$ cat config.mk
export PLATFORM = sky130hd
export DESIGN_NAME = calc_arb_ctrl_flat
export DESIGN_NICKNAME = d
export VERILOG_FILES = /design/src/rtl/calc_pkg.sv /design/src/rtl/calc_arb_ctrl_if.sv /design/src/rtl/calc_arb_ctrl_rr_arb2.sv /design/src/rtl/calc_arb_ctrl.sv /design/src/flat_wrapper.sv
export SDC_FILE = /design/constraint.sdc
export NUM_CORES = 1
export LEC_CHECK = 0
export CAP_MARGIN = 10
export CORE_ASPECT_RATIO = 1.25
export CORE_MARGIN = 4
export CORE_UTILIZATION = 39
export DETAILED_ROUTE_END_ITERATION = 7
export MAX_ROUTING_LAYER = met4
export PLACE_DENSITY = 0.83
export SETUP_SLACK_MARGIN = 0.1
export SYNTH_ARGS = -nofsm -noshare
export SYNTH_HDL_FRONTEND = slang
export SYNTH_HIERARCHICAL = 1
export SYNTH_SLANG_ARGS = --single-unit
$ cat constraint.sdc
create_clock -name clk -period 2.7 [get_ports clk]
set_clock_uncertainty 0.15 [all_clocks]
set_input_delay 0.27 -clock clk [delete_from_list [all_inputs] [get_ports clk]]
set_output_delay 0.27 -clock clk [all_outputs]
set_load 0.005 [all_outputs]
$ cat src/rtl/calc_pkg.sv
// Shared definitions for the calculator arbitration controller: op codes,
// default widths and the controller state encoding.
package calc_pkg;

  localparam int DW_DEF = 10;
  localparam int RW_DEF = 20;

  localparam logic [3:0] OP_FACT = 4'd0;
  localparam logic [3:0] OP_ADD  = 4'd1;
  localparam logic [3:0] OP_SUB  = 4'd2;
  localparam logic [3:0] OP_CMP  = 4'd3;
  localparam logic [3:0] OP_DIV  = 4'd4;
  localparam logic [3:0] OP_MOD  = 4'd5;
  localparam logic [3:0] OP_GCD  = 4'd6;
  localparam logic [3:0] OP_MUL  = 4'd7;
  localparam logic [3:0] OP_NCR  = 4'd8;
  localparam logic [3:0] OP_POW  = 4'd9;
  localparam logic [3:0] OP_SQRT = 4'd10;

  typedef enum logic [1:0] {
    IDLE   = 2'd0,
    SETTLE = 2'd1,
    RESP   = 2'd2
  } calc_state_t;

  // Requests the datapath cannot answer: unknown op code or a zero divisor.
  function automatic logic op_is_err(input logic [3:0] op, input logic b_zero);
    return (op > OP_SQRT) || (((op == OP_DIV) || (op == OP_MOD)) && b_zero);
  endfunction

endpackage

$ cat src/rtl/calc_arb_ctrl_if.sv
// Bundle of the two requester ports, the shared datapath port and the
// response port of calc_arb_ctrl.
interface calc_arb_ctrl_if import calc_pkg::*; #(
  parameter int DW = DW_DEF,
  parameter int RW = RW_DEF
) ();

  logic          req0_valid;
  logic          req0_ready;
  logic [3:0]    req0_op;
  logic [DW-1:0] req0_a;
  logic [DW-1:0] req0_b;
  logic          req1_valid;
  logic          req1_ready;
  logic [3:0]    req1_op;
  logic [DW-1:0] req1_a;
  logic [DW-1:0] req1_b;
  logic [3:0]    dp_op_code;
  logic [DW-1:0] dp_a;
  logic [DW-1:0] dp_b;
  logic [RW-1:0] dp_res;
  logic          rsp_valid;
  logic          rsp_ready;
  logic          rsp_id;
  logic [RW-1:0] rsp_res;
  logic          rsp_err;

  modport master (
    output req0_valid, req0_op, req0_a, req0_b,
    output req1_valid, req1_op, req1_a, req1_b,
    output dp_res, rsp_ready,
    input  req0_ready, req1_ready, dp_op_code, dp_a, dp_b,
    input  rsp_valid, rsp_id, rsp_res, rsp_err
  );

  modport slave (
    input  req0_valid, req0_op, req0_a, req0_b,
    input  req1_valid, req1_op, req1_a, req1_b,
    input  dp_res, rsp_ready,
    output req0_ready, req1_ready, dp_op_code, dp_a, dp_b,
    output rsp_valid, rsp_id, rsp_res, rsp_err
  );

endinterface

$ cat src/rtl/calc_arb_ctrl_rr_arb2.sv
// Two-way round-robin arbiter: a lone requester wins, on contention the one
// not granted last wins; req0 is favoured out of reset.
module rr_arb2 (
  input  logic       clk,
  input  logic       rst,
  input  logic [1:0] valid,
  input  logic       advance,
  output logic [1:0] grant
);

  logic       last1_r;
  logic [1:0] grant_s;

  // One-hot grant from the request pair and the last-winner pointer.
  always_comb begin
    grant_s = 2'b00;
    case (valid)
      2'b01:   grant_s = 2'b01;
      2'b10:   grant_s = 2'b10;
      2'b11:   grant_s = last1_r ? 2'b01 : 2'b10;
      default: grant_s = 2'b00;
    endcase
  end

  assign grant = grant_s;

  // Pointer remembers whether req1 won the last accepted transfer.
  always_ff @(posedge clk or posedge rst) begin
    if (rst) begin
      last1_r <= 1'b1;
    end else if (advance) begin
      last1_r <= grant_s[1];
    end
  end

endmodule

$ cat src/rtl/calc_arb_ctrl.sv
// Arbitrates two requesters onto one combinational calculator datapath, waits
// a fixed settle time per operation and returns the result with its owner id.
module calc_arb_ctrl import calc_pkg::*; #(
  parameter int DW         = DW_DEF,
  parameter int RW         = RW_DEF,
  parameter int SETTLE_CYC = 2
) (
  input  logic               clk,
  input  logic               rst,
  calc_arb_ctrl_if.slave     bus
);

  localparam logic [3:0] SETTLE_LAST = 4'(SETTLE_CYC - 1);

  calc_state_t   state_r;
  logic [3:0]    cnt_r;
  logic [3:0]    dp_op_r;
  logic [DW-1:0] dp_a_r;
  logic [DW-1:0] dp_b_r;
  logic          rsp_valid_r;
  logic          rsp_id_r;
  logic [RW-1:0] rsp_res_r;
  logic          rsp_err_r;

  logic [1:0]    grant_s;
  logic [1:0]    ready_s;
  logic [1:0]    xfer_s;
  logic          sel_id_s;
  logic [3:0]    sel_op_s;
  logic [DW-1:0] sel_a_s;
  logic [DW-1:0] sel_b_s;

  rr_arb2 u_arb (
    .clk     (clk),
    .rst     (rst),
    .valid   ({bus.req1_valid, bus.req0_valid}),
    .advance (|xfer_s),
    .grant   (grant_s)
  );

  // Ready is offered only while idle and never while reset is applied.
  always_comb begin
    ready_s = 2'b00;
    if ((state_r == IDLE) && !rst) begin
      ready_s = grant_s;
    end else begin
      ready_s = 2'b00;
    end
  end

  assign xfer_s = {bus.req1_valid, bus.req0_valid} & ready_s;

  // Operand mux for the requester being accepted this cycle.
  always_comb begin
    sel_id_s = 1'b0;
    sel_op_s = bus.req0_op;
    sel_a_s  = bus.req0_a;
    sel_b_s  = bus.req0_b;
    if (xfer_s[1]) begin
      sel_id_s = 1'b1;
      sel_op_s = bus.req1_op;
      sel_a_s  = bus.req1_a;
      sel_b_s  = bus.req1_b;
    end else begin
      sel_id_s = 1'b0;
    end
  end

  // Controller FSM with the datapath drive and response registers.
  always_ff @(posedge clk or posedge rst) begin
    if (rst) begin
      state_r     <= IDLE;
      cnt_r       <= 4'd0;
      dp_op_r     <= 4'd0;
      dp_a_r      <= {DW{1'b0}};
      dp_b_r      <= {DW{1'b0}};
      rsp_valid_r <= 1'b0;
      rsp_id_r    <= 1'b0;
      rsp_res_r   <= {RW{1'b0}};
      rsp_err_r   <= 1'b0;
    end else begin
      case (state_r)
        IDLE: begin
          if (|xfer_s) begin
            dp_op_r  <= sel_op_s;
            dp_a_r   <= sel_a_s;
            dp_b_r   <= sel_b_s;
            rsp_id_r <= sel_id_s;
            // Errors are answered at once; the datapath output is never used.
            if (op_is_err(sel_op_s, sel_b_s == {DW{1'b0}})) begin
              state_r     <= RESP;
              rsp_valid_r <= 1'b1;
              rsp_res_r   <= {RW{1'b0}};
              rsp_err_r   <= 1'b1;
            end else begin
              state_r <= SETTLE;
              cnt_r   <= SETTLE_LAST;
            end
          end
        end
        SETTLE: begin
          if (cnt_r == 4'd0) begin
            state_r     <= RESP;
            rsp_valid_r <= 1'b1;
            rsp_res_r   <= bus.dp_res;
            rsp_err_r   <= 1'b0;
          end else begin
            cnt_r <= cnt_r - 4'd1;
          end
        end
        RESP: begin
          if (bus.rsp_ready) begin
            state_r     <= IDLE;
            rsp_valid_r <= 1'b0;
          end
        end
        default: begin
          state_r     <= IDLE;
          rsp_valid_r <= 1'b0;
        end
      endcase
    end
  end

  assign bus.req0_ready = ready_s[0];
  assign bus.req1_ready = ready_s[1];
  assign bus.dp_op_code = dp_op_r;
  assign bus.dp_a       = dp_a_r;
  assign bus.dp_b       = dp_b_r;
  assign bus.rsp_valid  = rsp_valid_r;
  assign bus.rsp_id     = rsp_id_r;
  assign bus.rsp_res    = rsp_res_r;
  assign bus.rsp_err    = rsp_err_r;

endmodule

$ cat src/flat_wrapper.sv
// flat-port wrapper written by rule: the top's interface ports become plain ports
module calc_arb_ctrl_flat import calc_pkg::*;
#(
  parameter int DW         = DW_DEF,
  parameter int RW         = RW_DEF,
  parameter int SETTLE_CYC = 2
)
  (clk, rst, bus_req0_valid, bus_req0_op, bus_req0_a, bus_req0_b, bus_req1_valid, bus_req1_op, bus_req1_a, bus_req1_b, bus_dp_res, bus_rsp_ready, bus_req0_ready, bus_req1_ready, bus_dp_op_code, bus_dp_a, bus_dp_b, bus_rsp_valid, bus_rsp_id, bus_rsp_res, bus_rsp_err);
  calc_arb_ctrl_if #(.DW(DW), .RW(RW)) bus_i ();
  input  logic clk;
  input  logic rst;
  input wire logic [$bits(bus_i.req0_valid)-1:0] bus_req0_valid;
  input wire logic [$bits(bus_i.req0_op)-1:0] bus_req0_op;
  input wire logic [$bits(bus_i.req0_a)-1:0] bus_req0_a;
  input wire logic [$bits(bus_i.req0_b)-1:0] bus_req0_b;
  input wire logic [$bits(bus_i.req1_valid)-1:0] bus_req1_valid;
  input wire logic [$bits(bus_i.req1_op)-1:0] bus_req1_op;
  input wire logic [$bits(bus_i.req1_a)-1:0] bus_req1_a;
  input wire logic [$bits(bus_i.req1_b)-1:0] bus_req1_b;
  input wire logic [$bits(bus_i.dp_res)-1:0] bus_dp_res;
  input wire logic [$bits(bus_i.rsp_ready)-1:0] bus_rsp_ready;
  output wire logic [$bits(bus_i.req0_ready)-1:0] bus_req0_ready;
  output wire logic [$bits(bus_i.req1_ready)-1:0] bus_req1_ready;
  output wire logic [$bits(bus_i.dp_op_code)-1:0] bus_dp_op_code;
  output wire logic [$bits(bus_i.dp_a)-1:0] bus_dp_a;
  output wire logic [$bits(bus_i.dp_b)-1:0] bus_dp_b;
  output wire logic [$bits(bus_i.rsp_valid)-1:0] bus_rsp_valid;
  output wire logic [$bits(bus_i.rsp_id)-1:0] bus_rsp_id;
  output wire logic [$bits(bus_i.rsp_res)-1:0] bus_rsp_res;
  output wire logic [$bits(bus_i.rsp_err)-1:0] bus_rsp_err;
  assign bus_i.req0_valid = bus_req0_valid;
  assign bus_i.req0_op = bus_req0_op;
  assign bus_i.req0_a = bus_req0_a;
  assign bus_i.req0_b = bus_req0_b;
  assign bus_i.req1_valid = bus_req1_valid;
  assign bus_i.req1_op = bus_req1_op;
  assign bus_i.req1_a = bus_req1_a;
  assign bus_i.req1_b = bus_req1_b;
  assign bus_i.dp_res = bus_dp_res;
  assign bus_i.rsp_ready = bus_rsp_ready;
  assign bus_req0_ready = bus_i.req0_ready;
  assign bus_req1_ready = bus_i.req1_ready;
  assign bus_dp_op_code = bus_i.dp_op_code;
  assign bus_dp_a = bus_i.dp_a;
  assign bus_dp_b = bus_i.dp_b;
  assign bus_rsp_valid = bus_i.rsp_valid;
  assign bus_rsp_id = bus_i.rsp_id;
  assign bus_rsp_res = bus_i.rsp_res;
  assign bus_rsp_err = bus_i.rsp_err;
  calc_arb_ctrl #(.DW(DW), .RW(RW), .SETTLE_CYC(SETTLE_CYC)) u_core (.clk(clk), .rst(rst), .bus(bus_i));
endmodule
==> results_dict.tcl, run 1 <==
set metrics [dict create \
    outcome "complete, no violations" \
    worst_setup_path_start_kind "primary input" \
    core-area_um2 6648 \
    async_reset_ff_share_pct 100.0 \
    routed_wl_um 7294 \
    worstSetupEndpointType "flip-flop" \
    powerDensity_nw_per_um2 907.8 \
    root_buffer "clkbuf_8" \
    layout_commonest_cell "clkdlybuf4s50_1" \
    synth.top_cell.area_share_pct 48.98 \
    cts_buffers 5 \
    postCtsHoldBufs 0 \
    synth-warning-count 6 \
    final_cell_mix "clkdlybuf4s50_1, dfrtp_1, nor2_1" \
    drive_above_1_share_pct 6.650 \
    path_class "in -> reg" \
    start_util_pct 40.73 \
    switchingPower_mw 1.246 \
    required_ns 2.73 \
    hpwl_um 5414 \
    clk_path_buf_depth 2 \
    reg2reg_to "u_core/state_r[1]$_DFFE_PP0P_" \
    grt_overflow 0 \
    path_cells "clkdlybuf4s50_1 -> a21boi_0 -> a22o_1 -> a2bb2oi_2 -> a21boi_0 -> a21oi_1" \
    synthesis.area_um2 2708 \
    grt_pass1_wl_um 11590 \
    r2r_slack_ns 0.43 \
    vias 2493 \
    antenna_cells 0 \
    rows 33 \
    die_h_um 101.2 \
    pwr-share-seq_pct 37.8 \
    cts_num_sinks 54 \
    internal_power_mw 2.485 \
    fin_hold_ws_ns 0.2421 \
    dpl-instance-area_um2 3999 \
    setup-tns-final_ns 0 \
    arrival_ns 2.34 \
    antenna_left 0 \
    design_area_um2 4109 \
    seq_area_frac_synth_pct 49.95 \
    maxCapViolCount 0 \
    cts_setup_buffers 0 \
    syn_to_final_growth_pct 51.76 \
    drt_iter0_drc 59 \
    critPathMaxStageDelay_ns 0.72 \
    avgSynthCellArea_um2 9.882 \
    htreeDepth 2 \
    syn_nets 349 \
    p_comb_share_pct 48.1 \
    vias_per_cell 5.215 \
    synth_edf_count 0 \
    r2r-start "u_core/cnt_r[0]$_DFFE_PP0P_" \
    synth.distinct_cells 43 \
    ios 122 \
    critPathMostFrequentCell "a21boi_0" \
    clk_pin_slew_worst_paths_ns 0.09 \
    antenna_found_initial 0 \
    total_leakage_power_nw 1.883 \
    pwr-share-clk_pct 14.1 \
    fmax_mhz 432.0 \
    tritoncts "yes" \
    min_period_over_period_pct 85.73 \
    ir_worst_vdd_uv 429.5 \
    drc_errors 0 \
    nNetsFinal 465 \
    die-area_um2 8348 \
    synth_area_leaders "dfrtp_1, mux2i_1, a22oi_1" \
    min_period_ns 2.315 \
    clkLatencyLatePin_ns 0.29 \
    routabilityCongestion 0.7661 \
    rsz0062_at_grt "no" \
    grt_pass1_vias 2572 \
    synth_seq_cells 54 \
    switching_share_pct 33.39 \
    crit_fanout 22 \
    port_buffers 121 \
    worst-r2r-cell-count 6 \
    hold_class "in -> async" \
    detail_route.wl_per_cell_um 15.26 \
    fin_util_pct 61.81 \
    synthFlopType "dfrtp_1" \
    worst_pin_slew_ns 0.9314 \
    die_x_um 82.53 \
    grt_usage_pct 17.79 \
    nFillCells 575 \
    cp_slowest_cell "a2bb2oi_2" \
    setup_viol 0 \
    postCtsResizedCells 0 \
    slew_viol_final 0 \
    first_pass_iters 4 \
    slew_headroom_pct 37.85 \
    grt_max_degree 41 \
    synth_top_cell_by_area "dfrtp_1" \
    hold_viol 0 \
    syn_inst 274 \
]
## worst max-delay path by stage
stage / start / end / slack [ns] / depth (start not counted)
finish: bus_req1_valid / u_core/state_r[1]$_DFFE_PP0P_ / 0.39 / 6
global route: bus_req1_valid / u_core/state_r[1]$_DFFE_PP0P_ / 0.22 / 6
CTS: u_core/u_arb/last1_r$_DFFE_PP1P_ / bus_req0_ready / 0.37 / 4
detailed placement: bus_req1_valid / u_core/state_r[1]$_DFFE_PP0P_ / 0.06 / 6
global placement: bus_req1_valid / u_core/state_r[1]$_DFFE_PP0P_ / 0.20 / 6
floorplan: u_core/cnt_r[0]$_DFFE_PP0P_ / u_core/bus.rsp_res[10]$_DFFE_PP0P_ / 0.71 / 7
## flip-flops by register name (all words and copies together), names as in the netlist
register and cells:
u_core/u_arb/last1_r 1, u_core/bus.rsp_id 1, u_core/state_r 2, u_core/bus.rsp_res 20, u_core/bus.dp_b 10, u_core/cnt_r 4
u_core/bus.dp_a 10, u_core/bus.rsp_err 1, u_core/bus.rsp_valid 1, u_core/bus.dp_op_code 4
## synth_stat cells (2+ instances only)
| library cell | instances |
|---|---|
| clkbuf_1 | 8 |
| nand3_1 | 2 |
| o21ai_0 | 23 |
| buf_6 | 2 |
| nor4_1 | 4 |
| a2bb2oi_1 | 2 |
| ha_1 | 2 |
| a21oi_1 | 29 |
| buf_2 | 7 |
| a21boi_0 | 2 |
| inv_1 | 7 |
| nand3_2 | 2 |
| nor3_1 | 3 |
| mux2i_1 | 24 |
| nor4b_1 | 2 |
| and2_1 | 2 |
| nor2_1 | 30 |
| a22oi_1 | 21 |
| nand2_1 | 26 |
| dfrtp_1 | 53 |
## per-stage QoR
| stage | std cells | worst slack, ns | power (mW) |
|---|---|---|---|
| floorplan | 274 | 0.7057 | 2.318 |
| global placement | 470 | 0.1952 | 3.146 |
| detailed placement | 470 | 0.06071 | 3.224 |
| CTS | 478 | 0.3702 | 3.770 |
| global route | 478 | 0.2187 | 4.037 |
| finish | 478 | 0.3854 | 3.730 |
## metal layers
metal,part of all wire (%),up-vias,track usage [%]
li1,-,1216,-
met1,42,1168,21.41
met2,49,103,30.37
met3,8.2,6,3.470
met4,0.70,0,4.403
met5,0,-,-
## power by group through the flow
stage	registers, mW	logic (mW)	clock network (mW)
final	1.41	1.79	0.525
after global routing	1.46	1.99	0.587
after CTS	1.41	1.81	0.550
after detailed placement	1.42	1.81	0
after global placement	1.41	1.74	0
after floorplan	1.39	0.924	0
## critical path: cells and delay by family
family / cells / cell delay (ns)
buffers and inverters: 1 / 0.56
AO/OA/AOI/OAI: 5 / 1.50
## layout make-up
type                    instances  area, um2  area share [%]
clock inverters                 2      37.54          0.9135
flip-flops and latches         54       1353           32.92
well taps                      87      108.9           2.649
clock buffers                   6      72.57           1.766
inverters                       7      26.28          0.6395
repair buffers                127       1269           30.88
multi-input cells             195       1242           30.24
## logic make-up (layout without fill, tap and decap cells)
group / Yosys count / in the layout / share of synthesized area [%]
flops: 54 / 54 / 49.95
fa+ha+maj: 2 / 2 / 0.9241
simple gates: 79 / 79 / 14.46
buf+inv: 25 / 142 / 4.390
mux: 26 / 26 / 9.843
compound gates: 88 / 88 / 20.43
Power figures use the tool's default switching activity.
==> run 2, diff against run 1 <==
- CELL_PAD_IN_SITES_DETAIL_PLACEMENT: default -> 1
- CELL_PAD_IN_SITES_GLOBAL_PLACEMENT: default -> 1
- CORE_UTILIZATION: 39 -> 30
- PLACE_DENSITY: 0.83 -> 0.86
==> run 2 against run 1 <==
Sequential cell count unchanged. Die area up 27%. Global-route usage up 0.30 points. Clock power down 0.8%. Cell count up 7.1%. Wire length up 24%. Sequential power about the same. First-iteration DRC count up 36%. Hold slack worse by 0.016 ns. Combinational power up 4%. Largest cell class unchanged. Total power up 1.9%. Clock-buffer cell count up 2.
==> results_dict.tcl, run 2 (synthesis gave the netlist of run 1 again) <==
set metrics [dict create \
    min_period_over_period_pct 89.07 \
    powerDensity_nw_per_um2 910.9 \
    total_leakage_power_nw 1.901 \
    crit_fanout 3 \
    core-area_um2 8748 \
    drt_iter0_drc 80 \
    grt_pass1_wl_um 14970 \
    ir_worst_vdd_uv 321.8 \
    min_period_ns 2.405 \
    critPathBufInv 2 \
    layout_commonest_cell "clkdlybuf4s50_1" \
    port_buffers 121 \
    worst_setup_path_start_kind "flip-flop" \
    required_ns 2.28 \
    critPathMaxStageDelay_ns 0.57 \
    arrival_ns 1.98 \
    die_h_um 114.2 \
    grt_max_degree 50 \
    cts_num_sinks 54 \
    rsz0062_at_grt "no" \
    power.total_mw 3.801 \
    rows 38 \
    critPathTopFamily "buffers and inverters" \
    clkLatencyLatePin_ns 0.31 \
    outcome "complete, no violations" \
    drc_errors 0 \
    die-area_um2 10620 \
    hold_class "in -> async" \
    antenna_left 0 \
    routabilityCongestion 0.7694 \
    syn_to_final_growth_pct 54.11 \
    maxCapViolCount 0 \
    setup_viol 0 \
    grt_pass1_vias 2954 \
    dpl_worst_slack_ns 0.2933 \
    root_buffer "clkbuf_8" \
    setup-tns-final_ns 0 \
    detail_route.wl_per_cell_um 17.68 \
    worst_pin_slew_ns 0.6022 \
    vias 2584 \
    start_util_pct 30.95 \
    slew_viol_final 0 \
    first_pass_iters 4 \
    slew_headroom_pct 59.80 \
    antenna_found_initial 0 \
    multi_input_area_um2 1245 \
    nNetsFinal 466 \
    path_class "reg -> out" \
    grt_overflow 0 \
    cts_setup_buffers 0 \
    vias_per_cell 5.047 \
    final_cell_mix "clkdlybuf4s50_1, dfrtp_1, a21oi_1, nor2_1, nand2_1" \
    cts_buffers 5 \
    postCtsHoldBufs 0 \
    die_x_um 92.97 \
    drive_above_1_share_pct 7.398 \
    regArea_um2 1353 \
    tritoncts "yes" \
    antenna_cells 0 \
    worstSetupEndpointType "primary output" \
    routed_wl_um 9051 \
    fmax_mhz 415.8 \
    hold_viol 0 \
    grt_usage_pct 18.09 \
    ios 122 \
    final.setup.worst_slack_ns 0.2952 \
    clk_path_buf_depth 2 \
    nFillCells 1011 \
    fin_util_pct 47.70 \
    largest_reg_flops 20 \
    postCtsResizedCells 0 \
    clk_pin_slew_worst_paths_ns 0.10 \
    htreeDepth 2 \
    hpwl_um 7012 \
    cp_slowest_cell "dfstp_2" \
    fin_hold_ws_ns 0.2263 \
    path_cells "inv_1 -> a21boi_0 -> and2_1 -> clkdlybuf4s50_1" \
]
run 2: cell count changes in the layout (fill, tap and decap cells not counted):
cell | previous run | this run
nor2_1 | 30 | 29
clkinvlp_4 | 1 | 0
bufinv_16 | 1 | 0
buf_12 | 1 | 2
clkbuf_8 | 5 | 8
nor2_2 | 0 | 1
clkbuf_1 | 1 | 0
run 2: power breakdown:
group / total [mW] / leakage (nW) / internal (mW) / switching (mW)
combinational: 1.86 / 1.25 / 1.06 / 0.798
sequential: 1.42 / 0.588 / 1.16 / 0.263
clock: 0.521 / 0.0575 / 0.260 / 0.262
run 2: layout make-up:
class,count,area share [%]
well taps,120,3.598
inverters,7,0.6297
clock buffers,8,2.639
repair buffers,128,30.88
multi-input cells,195,29.84
flip-flops and latches,54,32.41
run 2: worst paths after layout:
path	startpoint	to	slack [ns]	cells past startpoint
setup / recovery	u_core/u_arb/last1_r$_DFFE_PP1P_	bus_req0_ready	0.30	4
hold / removal	rst	u_core/u_arb/last1_r$_DFFE_PP1P_	0.23	2
setup reg to reg	u_core/cnt_r[0]$_DFFE_PP0P_	u_core/bus.rsp_res[18]$_DFFE_PP0P_	0.43	7
hold reg to reg	u_core/bus.rsp_id$_DFFE_PP0P_	u_core/bus.rsp_id$_DFFE_PP0P_	0.36	2
max in group asynchronous	rst	u_core/bus.rsp_res[16]$_DFFE_PP0P_	1.54	3
min in group clk	u_core/bus.rsp_id$_DFFE_PP0P_	u_core/bus.rsp_id$_DFFE_PP0P_	0.36	2
run 2: through the flow:
step / instance area [um2] / instances
CTS: 4173 / 512
global route: 4173 / 512
detailed placement: 4063 / 504
floorplan: 2708 / 274
global placement: 4063 / 504
finish: 4173 / 512
run 2: layer usage:
layer	track usage, %	part of all wire, %	up-vias
met5	-	0	-
met4	4.497	1.2	0
met3	4.208	6.6	8
met2	32.29	53	103
met1	20.35	39	1252
li1	-	-	1221
